**config.mk**
```make
export PLATFORM = sky130hd
export DESIGN_NAME = seg_scan_capture_flat
export DESIGN_NICKNAME = d
export VERILOG_FILES = /design/src/rtl/seg_scan_capture_pkg.sv /design/src/rtl/seg_scan_capture_if.sv /design/src/rtl/seg_pattern_decode.sv /design/src/rtl/seg_scan_capture.sv /design/src/flat_wrapper.sv
export SDC_FILE = /design/constraint.sdc
export NUM_CORES = 1
export LEC_CHECK = 0
export BUFFER_PORTS_ARGS = -buffer_cell sky130_fd_sc_hd__buf_2
export CORE_ASPECT_RATIO = 0.7
export CORE_MARGIN = 4
export CORE_UTILIZATION = 40
export DETAILED_ROUTE_END_ITERATION = 10
export SLEW_MARGIN = 0
export SYNTH_ARGS = -nofsm -noshare
export SYNTH_HDL_FRONTEND = slang
export SYNTH_SLANG_ARGS = --single-unit
export TNS_END_PERCENT = 50
```
**constraint.sdc**
```tcl
create_clock -name clk -period 4.1 [get_ports clk]
set_clock_uncertainty 0.2 [all_clocks]
set_input_delay 0.41 -clock clk [delete_from_list [all_inputs] [get_ports clk]]
set_output_delay 0.41 -clock clk [all_outputs]
set_load 0.02 [all_outputs]
```
**src/rtl/seg_scan_capture_pkg.sv**
```systemverilog
// seg_scan_pkg: shared character codes, seven-segment patterns and FSM
// encoding for the seven-segment scan monitor. The code constants here are
// also the reference for the display-side character mapping.
package seg_scan_pkg;

  // character codes
  localparam logic [3:0] ONE      = 4'h0;
  localparam logic [3:0] LETTER_O = 4'h1;
  localparam logic [3:0] LETTER_P = 4'h2;
  localparam logic [3:0] LETTER_R = 4'h3;
  localparam logic [3:0] BLANK    = 4'hE;
  localparam logic [3:0] UNKNOWN  = 4'hF;

  // active-low segment patterns, bit6..bit0 = a..g
  localparam logic [6:0] PAT_ONE   = 7'b1001111;
  localparam logic [6:0] PAT_O     = 7'b1100010;
  localparam logic [6:0] PAT_P     = 7'b0011000;
  localparam logic [6:0] PAT_R     = 7'b1111010;
  localparam logic [6:0] PAT_BLANK = 7'b1111111;

  // capture FSM encoding
  localparam logic [1:0] IDLE   = 2'd0;
  localparam logic [1:0] SETTLE = 2'd1;
  localparam logic [1:0] HELD   = 2'd2;

  // one sampled anode/segment pair
  typedef struct packed {
    logic [3:0] an;
    logic [6:0] seg;
  } scan_pair_t;

endpackage

```
**src/rtl/seg_scan_capture_if.sv**
```systemverilog
// seg_scan_capture_if: display scan lines in, decoded frame out.
//   an/seg        : active-low anode / segment lines (driven by master)
//   chars         : captured 4-character frame
//   frame_valid   : one-cycle strobe when chars updates
//   frame_unknown : frame held at least one UNKNOWN digit
//   overlap_err   : one-cycle pulse per overlapping-anode cycle
interface seg_scan_capture_if;
  logic [3:0]  an;
  logic [6:0]  seg;
  logic [15:0] chars;
  logic        frame_valid;
  logic        frame_unknown;
  logic        overlap_err;

  modport master (output an, seg, input chars, frame_valid, frame_unknown, overlap_err);
  modport slave  (input an, seg, output chars, frame_valid, frame_unknown, overlap_err);
endinterface

```
**src/rtl/seg_pattern_decode.sv**
```systemverilog
// seg_pattern_decode: combinational seven-segment pattern -> character code.
//   seg  : active-low segment pattern (a..g on bit6..bit0)
//   code : character code, UNKNOWN for any unlisted pattern
module seg_pattern_decode
  import seg_scan_pkg::*;
(
  input  logic [6:0] seg,
  output logic [3:0] code
);

  always_comb begin
    code = UNKNOWN;
    case (seg)
      PAT_ONE:   code = ONE;
      PAT_O:     code = LETTER_O;
      PAT_P:     code = LETTER_P;
      PAT_R:     code = LETTER_R;
      PAT_BLANK: code = BLANK;
      default:   code = UNKNOWN;
    endcase
  end

endmodule

```
**src/rtl/seg_scan_capture.sv**
```systemverilog
// seg_scan_capture: samples a multiplexed 4-digit seven-segment scan,
// decodes each settled digit and publishes complete 4-character frames.
//   clk     : rising-edge clock
//   reset_n : asynchronous active-low reset
//   bus     : slave side of seg_scan_capture_if (an/seg in, frame out)
module seg_scan_capture
  import seg_scan_pkg::*;
#(
  parameter int SETTLE_CYCLES = 4,
  parameter int SYNC_STAGES   = 2
)(
  input  logic                clk,
  input  logic                reset_n,
  seg_scan_capture_if.slave   bus
);

  localparam logic [7:0] SETTLE_MAX = 8'(SETTLE_CYCLES);

  // input synchronizer, idles at all-ones (nothing lit)
  scan_pair_t [SYNC_STAGES-1:0] sync_q;
  scan_pair_t                   pair_s, pair_p;

  always_ff @(posedge clk or negedge reset_n) begin
    if (!reset_n) begin
      sync_q <= '1;
      pair_p <= '1;
    end else begin
      sync_q[0] <= {bus.an, bus.seg};
      for (int i = 1; i < SYNC_STAGES; i++) sync_q[i] <= sync_q[i-1];
      pair_p <= pair_s;
    end
  end

  assign pair_s = sync_q[SYNC_STAGES-1];

  // anode classification
  logic       one_low, is_idle, is_ovl;
  logic [1:0] idx;

  always_comb begin
    one_low = 1'b0;
    idx     = 2'd0;
    case (pair_s.an)
      4'b1110: begin one_low = 1'b1; idx = 2'd0; end
      4'b1101: begin one_low = 1'b1; idx = 2'd1; end
      4'b1011: begin one_low = 1'b1; idx = 2'd2; end
      4'b0111: begin one_low = 1'b1; idx = 2'd3; end
      default: ;
    endcase
  end

  assign is_idle = (pair_s.an == 4'hF);
  assign is_ovl  = !one_low && !is_idle;

  logic [3:0] code;
  seg_pattern_decode u_dec (.seg(pair_s.seg), .code(code));

  // settle FSM; cnt counts consecutive cycles the current pair has been seen
  logic [1:0] state;
  logic [7:0] cnt;
  logic       changed, capture;

  assign changed = (pair_s != pair_p);
  assign capture = (state == SETTLE) && !changed && (cnt == SETTLE_MAX);

  always_ff @(posedge clk or negedge reset_n) begin
    if (!reset_n) begin
      state <= IDLE;
      cnt   <= 8'd0;
    end else begin
      case (state)
        IDLE: begin
          if (one_low) begin
            state <= SETTLE;
            cnt   <= 8'd1;
          end
        end
        SETTLE: begin
          if (changed) begin
            if (one_low) cnt <= 8'd1;
            else         state <= IDLE;
          end else if (cnt == SETTLE_MAX) begin
            state <= HELD;
          end else begin
            cnt <= cnt + 8'd1;
          end
        end
        HELD: begin
          // any change (new anode or new pattern on same anode) re-settles
          if (changed) begin
            if (one_low) begin
              state <= SETTLE;
              cnt   <= 8'd1;
            end else begin
              state <= IDLE;
            end
          end
        end
        default: state <= IDLE;
      endcase
    end
  end

  // per-digit capture and frame assembly
  logic [3:0]       hit, seen, unk, seen_nxt, unk_nxt;
  logic [3:0][3:0]  digit_q, dig_nxt;
  logic             frame_done;
  logic [15:0]      chars_q;
  logic             fv_q, funk_q, ovl_q;

  assign hit      = capture ? (4'b0001 << idx) : 4'b0000;
  assign seen_nxt = seen | hit;
  assign unk_nxt  = (unk & ~hit) | ((code == UNKNOWN) ? hit : 4'b0000);

  // dig_nxt folds the just-captured digit into the frame image
  always_comb begin
    for (int k = 0; k < 4; k++) dig_nxt[k] = hit[k] ? code : digit_q[k];
  end

  assign frame_done = capture && (seen_nxt == 4'hF);

  always_ff @(posedge clk or negedge reset_n) begin
    if (!reset_n) begin
      digit_q <= '0;
      seen    <= '0;
      unk     <= '0;
      chars_q <= '0;
      fv_q    <= 1'b0;
      funk_q  <= 1'b0;
      ovl_q   <= 1'b0;
    end else begin
      digit_q <= dig_nxt;
      fv_q    <= frame_done;
      ovl_q   <= is_ovl;
      if (frame_done) begin
        chars_q <= dig_nxt;
        funk_q  <= |unk_nxt;
        seen    <= '0;
        unk     <= '0;
      end else begin
        seen    <= seen_nxt;
        unk     <= unk_nxt;
      end
    end
  end

  assign bus.chars         = chars_q;
  assign bus.frame_valid   = fv_q;
  assign bus.frame_unknown = funk_q;
  assign bus.overlap_err   = ovl_q;

endmodule

```
**src/flat_wrapper.sv**
```systemverilog
// flat-port wrapper written by rule: the top's interface ports become plain ports
module seg_scan_capture_flat import seg_scan_pkg::*;
#(
  parameter int SETTLE_CYCLES = 4,
  parameter int SYNC_STAGES   = 2
)
  (clk, reset_n, bus_an, bus_seg, bus_chars, bus_frame_valid, bus_frame_unknown, bus_overlap_err);
  seg_scan_capture_if bus_i ();
  input  logic clk;
  input  logic reset_n;
  input wire logic [$bits(bus_i.an)-1:0] bus_an;
  input wire logic [$bits(bus_i.seg)-1:0] bus_seg;
  output wire logic [$bits(bus_i.chars)-1:0] bus_chars;
  output wire logic [$bits(bus_i.frame_valid)-1:0] bus_frame_valid;
  output wire logic [$bits(bus_i.frame_unknown)-1:0] bus_frame_unknown;
  output wire logic [$bits(bus_i.overlap_err)-1:0] bus_overlap_err;
  assign bus_i.an = bus_an;
  assign bus_i.seg = bus_seg;
  assign bus_chars = bus_i.chars;
  assign bus_frame_valid = bus_i.frame_valid;
  assign bus_frame_unknown = bus_i.frame_unknown;
  assign bus_overlap_err = bus_i.overlap_err;
  seg_scan_capture #(.SETTLE_CYCLES(SETTLE_CYCLES), .SYNC_STAGES(SYNC_STAGES)) u_core (.clk(clk), .reset_n(reset_n), .bus(bus_i));
endmodule
```
==> results_dict.tcl <==
set metrics [dict create \
    clkSinkCount 86 \
    cellPowerDensity_mw_per_mm2 425 \
    crit_family "simple AND/OR/NAND/NOR gates" \
    hpwlAfterDp_um 4330 \
    cts_tree "built" \
    synthMuxAreaShare_pct 11.8 \
    finalSetupViolCount 0 \
    min_period_ps 3460 \
    worstPathArrival_ps 3480 \
    ys_types 55 \
    layout_commonest_cell "dfrtp_1" \
    worst_pin_slew_ps 1040 \
    synth-xor-area-share_pct 3.64 \
    netlist_area_mm2 0.00361 \
    viasPerCell 4.86 \
    avgSynthCellArea_um2 12.8 \
    fmax_ghz 0.289 \
    synthSimpleGateAreaFrac_pct 12.6 \
    finalMaxSlewViolations 0 \
    design_area_mm2 0.00430 \
    peakVddDrop_uv 288 \
    critPathRequiredTime_ps 4120 \
    mostFrequentLayoutCells "dfrtp_1 (53), dfstp_2 (33), buf_2 (30)" \
    synth_top_family_by_area "simple AND/OR/NAND/NOR gates" \
    grt_pass1_wl_um 10800 \
    firstDrtPassIters 4 \
    post-route-period-util_pct 84.4 \
    hold_viol_final 0 \
    track_usage_pct 13.3 \
    synth.net_count 297 \
    ys_seq_elements 86 \
    port_buffers 31 \
    synthToLayoutAreaGrowth_pct 19.3 \
    hold_path.class "in2async" \
    cts_buffers 9 \
    clkTransAtPathRegs_ps 60 \
    io_pins 32 \
    crit_chain "xor2_1 > or4_4 > or3_1 > nor4_4 > mux2_2 > mux2_1" \
    routedWlPerCell_um 14.0 \
    core_area_mm2 0.00862 \
    vias 2200 \
    whs_ps 49.2 \
    antenna_left 0 \
    clockBufferDepth 2 \
    routed_wirelength_um 6340 \
    grt_max_degree 87 \
    yosys.area.top_type_share_pct 36.8 \
    post-route-drc-count 0 \
    synthAdderAreaFrac_pct 0.972 \
    relSlewSlack_pct 30.9 \
    postPlaceCellArea_mm2 0.00386 \
    end_kind "register" \
    synthCells 282 \
    crit_type "reg2reg" \
    startpoint "u_core.pair_s[8]" \
    ys_warn_count 0 \
    yosysTopAreaCell "dfrtp_1" \
    cts_root_buf "clkbuf_16" \
    outcome "completed" \
    path_buf_inv 0 \
    start_util_pct 41.8 \
    dieWidth_um 121 \
    drt_iter0_markers 94 \
    gp_congestion 0.811 \
    synth_compound_area_share_pct 6.49 \
    cts_max_level 3 \
    antenna_found_initial 0 \
    synthFlopType "dfrtp_1" \
    drv_cap 0 \
    die_area_mm2 0.0106 \
    fin_tns_setup_ps 0 \
    post_cts_resize_count 0 \
    reg2reg_from "u_core.pair_s[8]" \
    drive_gt1_share_pct 31.2 \
    die_h_um 87.4 \
    crit_path_max_incr_delay_ps 660 \
    nFillCells 776 \
    crit_slowest_cell "dfstp_2" \
    crit_path_start_kind "register" \
    critPathMaxFanout 12 \
    power.leakage_nw 2.00 \
    clk_latency_ps 330 \
    num_antenna_cells 0 \
    fin_nets 343 \
    row_count 28 \
    ys_async_sr_fraction_pct 100 \
    ys_seq_area_share_pct 60.8 \
    worst_slack_ps 639 \
    rsz0062_at_grt "no" \
    ys_top_cells_by_area "dfrtp_1 (37%), dfstp_2 (24%), mux2_4 (4.2%), mux2i_1 (3.9%), mux2_1 (2.5%)" \
    synth_edf_count 0 \
    grt_pass1_vias 2089 \
    grt-ovfl-total 0 \
    post-place-ws_ps 666 \
]
[cell type report]
type | count | area, µm² | share of cell area, %
clock inverters | 4 | 50.0 | 1.16
clock buffers | 12 | 278 | 6.46
flip-flops and latches | 86 | 2190 | 51.0
well taps | 120 | 150 | 3.49
inverters | 18 | 67.6 | 1.57
multi-input cells | 169 | 1280 | 29.8
repair buffers | 44 | 283 | 6.57
[final timing paths]
check | endpoint | slack, ps | cells past startpoint
worst min register to register | u_core.pair_s[10] | 150 | 0
worst max-delay path | u_core.bus.chars[9] | 640 | 6
max in group asynchronous | u_core.bus.chars[10] | 2980 | 1
min in group clk | u_core.pair_s[10] | 150 | 0
worst min-delay path | u_core.cnt[7] | 50 | 1
worst max register to register | u_core.bus.chars[9] | 640 | 6
[cell usage after synthesis, types with 4 or more instances]
master	n
inv_1	18
a21oi_1	9
mux2_2	4
mux2i_1	14
nand2b_1	4
nor4_1	5
dfrtp_1	53
xnor2_1	6
mux2_1	8
o21ai_0	10
nand3_1	8
or4_1	4
clkbuf_1	4
mux2_4	10
nor2_1	18
dfstp_2	33
nand2_1	15
xor2_1	9
[through the flow]
stage | instances | power [mW] | utilization (%)
global route | 453 | 1.91 | 49.9
finish | 453 | 1.83 | 49.9
global placement | 426 | 0.975 | 44.8
detailed placement | 426 | 0.976 | 44.8
CTS | 453 | 1.86 | 49.9
floorplan | 282 | 0.943 | -
[layer usage]
metal	wire, µm	global-route usage (%)	vias to the layer above
met5	0	0	-
met4	68	4.17	0
met3	334	4.61	7
met2	2520	17.1	53
li1	-	-	1082
met1	3410	20.6	1058
[worst reg2reg max path: stages, from the launching register on]
cell     delay [ps]
dfstp_2         660
xor2_1          120
or4_4           560
or3_1           530
nor4_4          590
mux2_2          410
mux2_1          280
[logic make-up (layout without fill, tap and decap cells)]
| kind of cell | after synthesis | count (layout) |
|---|---|---|
| fa+ha+maj | 3 | 3 |
| flops | 86 | 86 |
| buf+inv | 27 | 78 |
| xor+xnor | 15 | 15 |
| compound gates | 38 | 38 |
| simple gates | 77 | 77 |
| mux | 36 | 36 |
[repair_timing]
action | CTS | global route
hold buffers | 11 | 0
hold endpoints to repair | 11 | 0
setup buffers | 0 | 0
[flip-flops by register name (all words and copies together) (netlist names)]
register,count
u_core.state,2
u_core.bus.chars,16
u_core.bus.overlap_err,1
u_core.digit_q,16
u_core.unk,4
u_core.bus.frame_unknown,1
u_core.sync_q,11
u_core.seen,4
u_core.bus.frame_valid,1
u_core.pair_p,11
u_core.pair_s,11
u_core.cnt,8
[power by group]
part | leakage (nW) | switching [mW] | internal [mW]
clock network | 0.164 | 0.319 | 0.542
logic | 0.757 | 0.0418 | 0.0280
registers | 1.08 | 0.0176 | 0.881
total | 2.00 | 0.378 | 1.45
No activity file was read; power rests on OpenSTA's default activity.
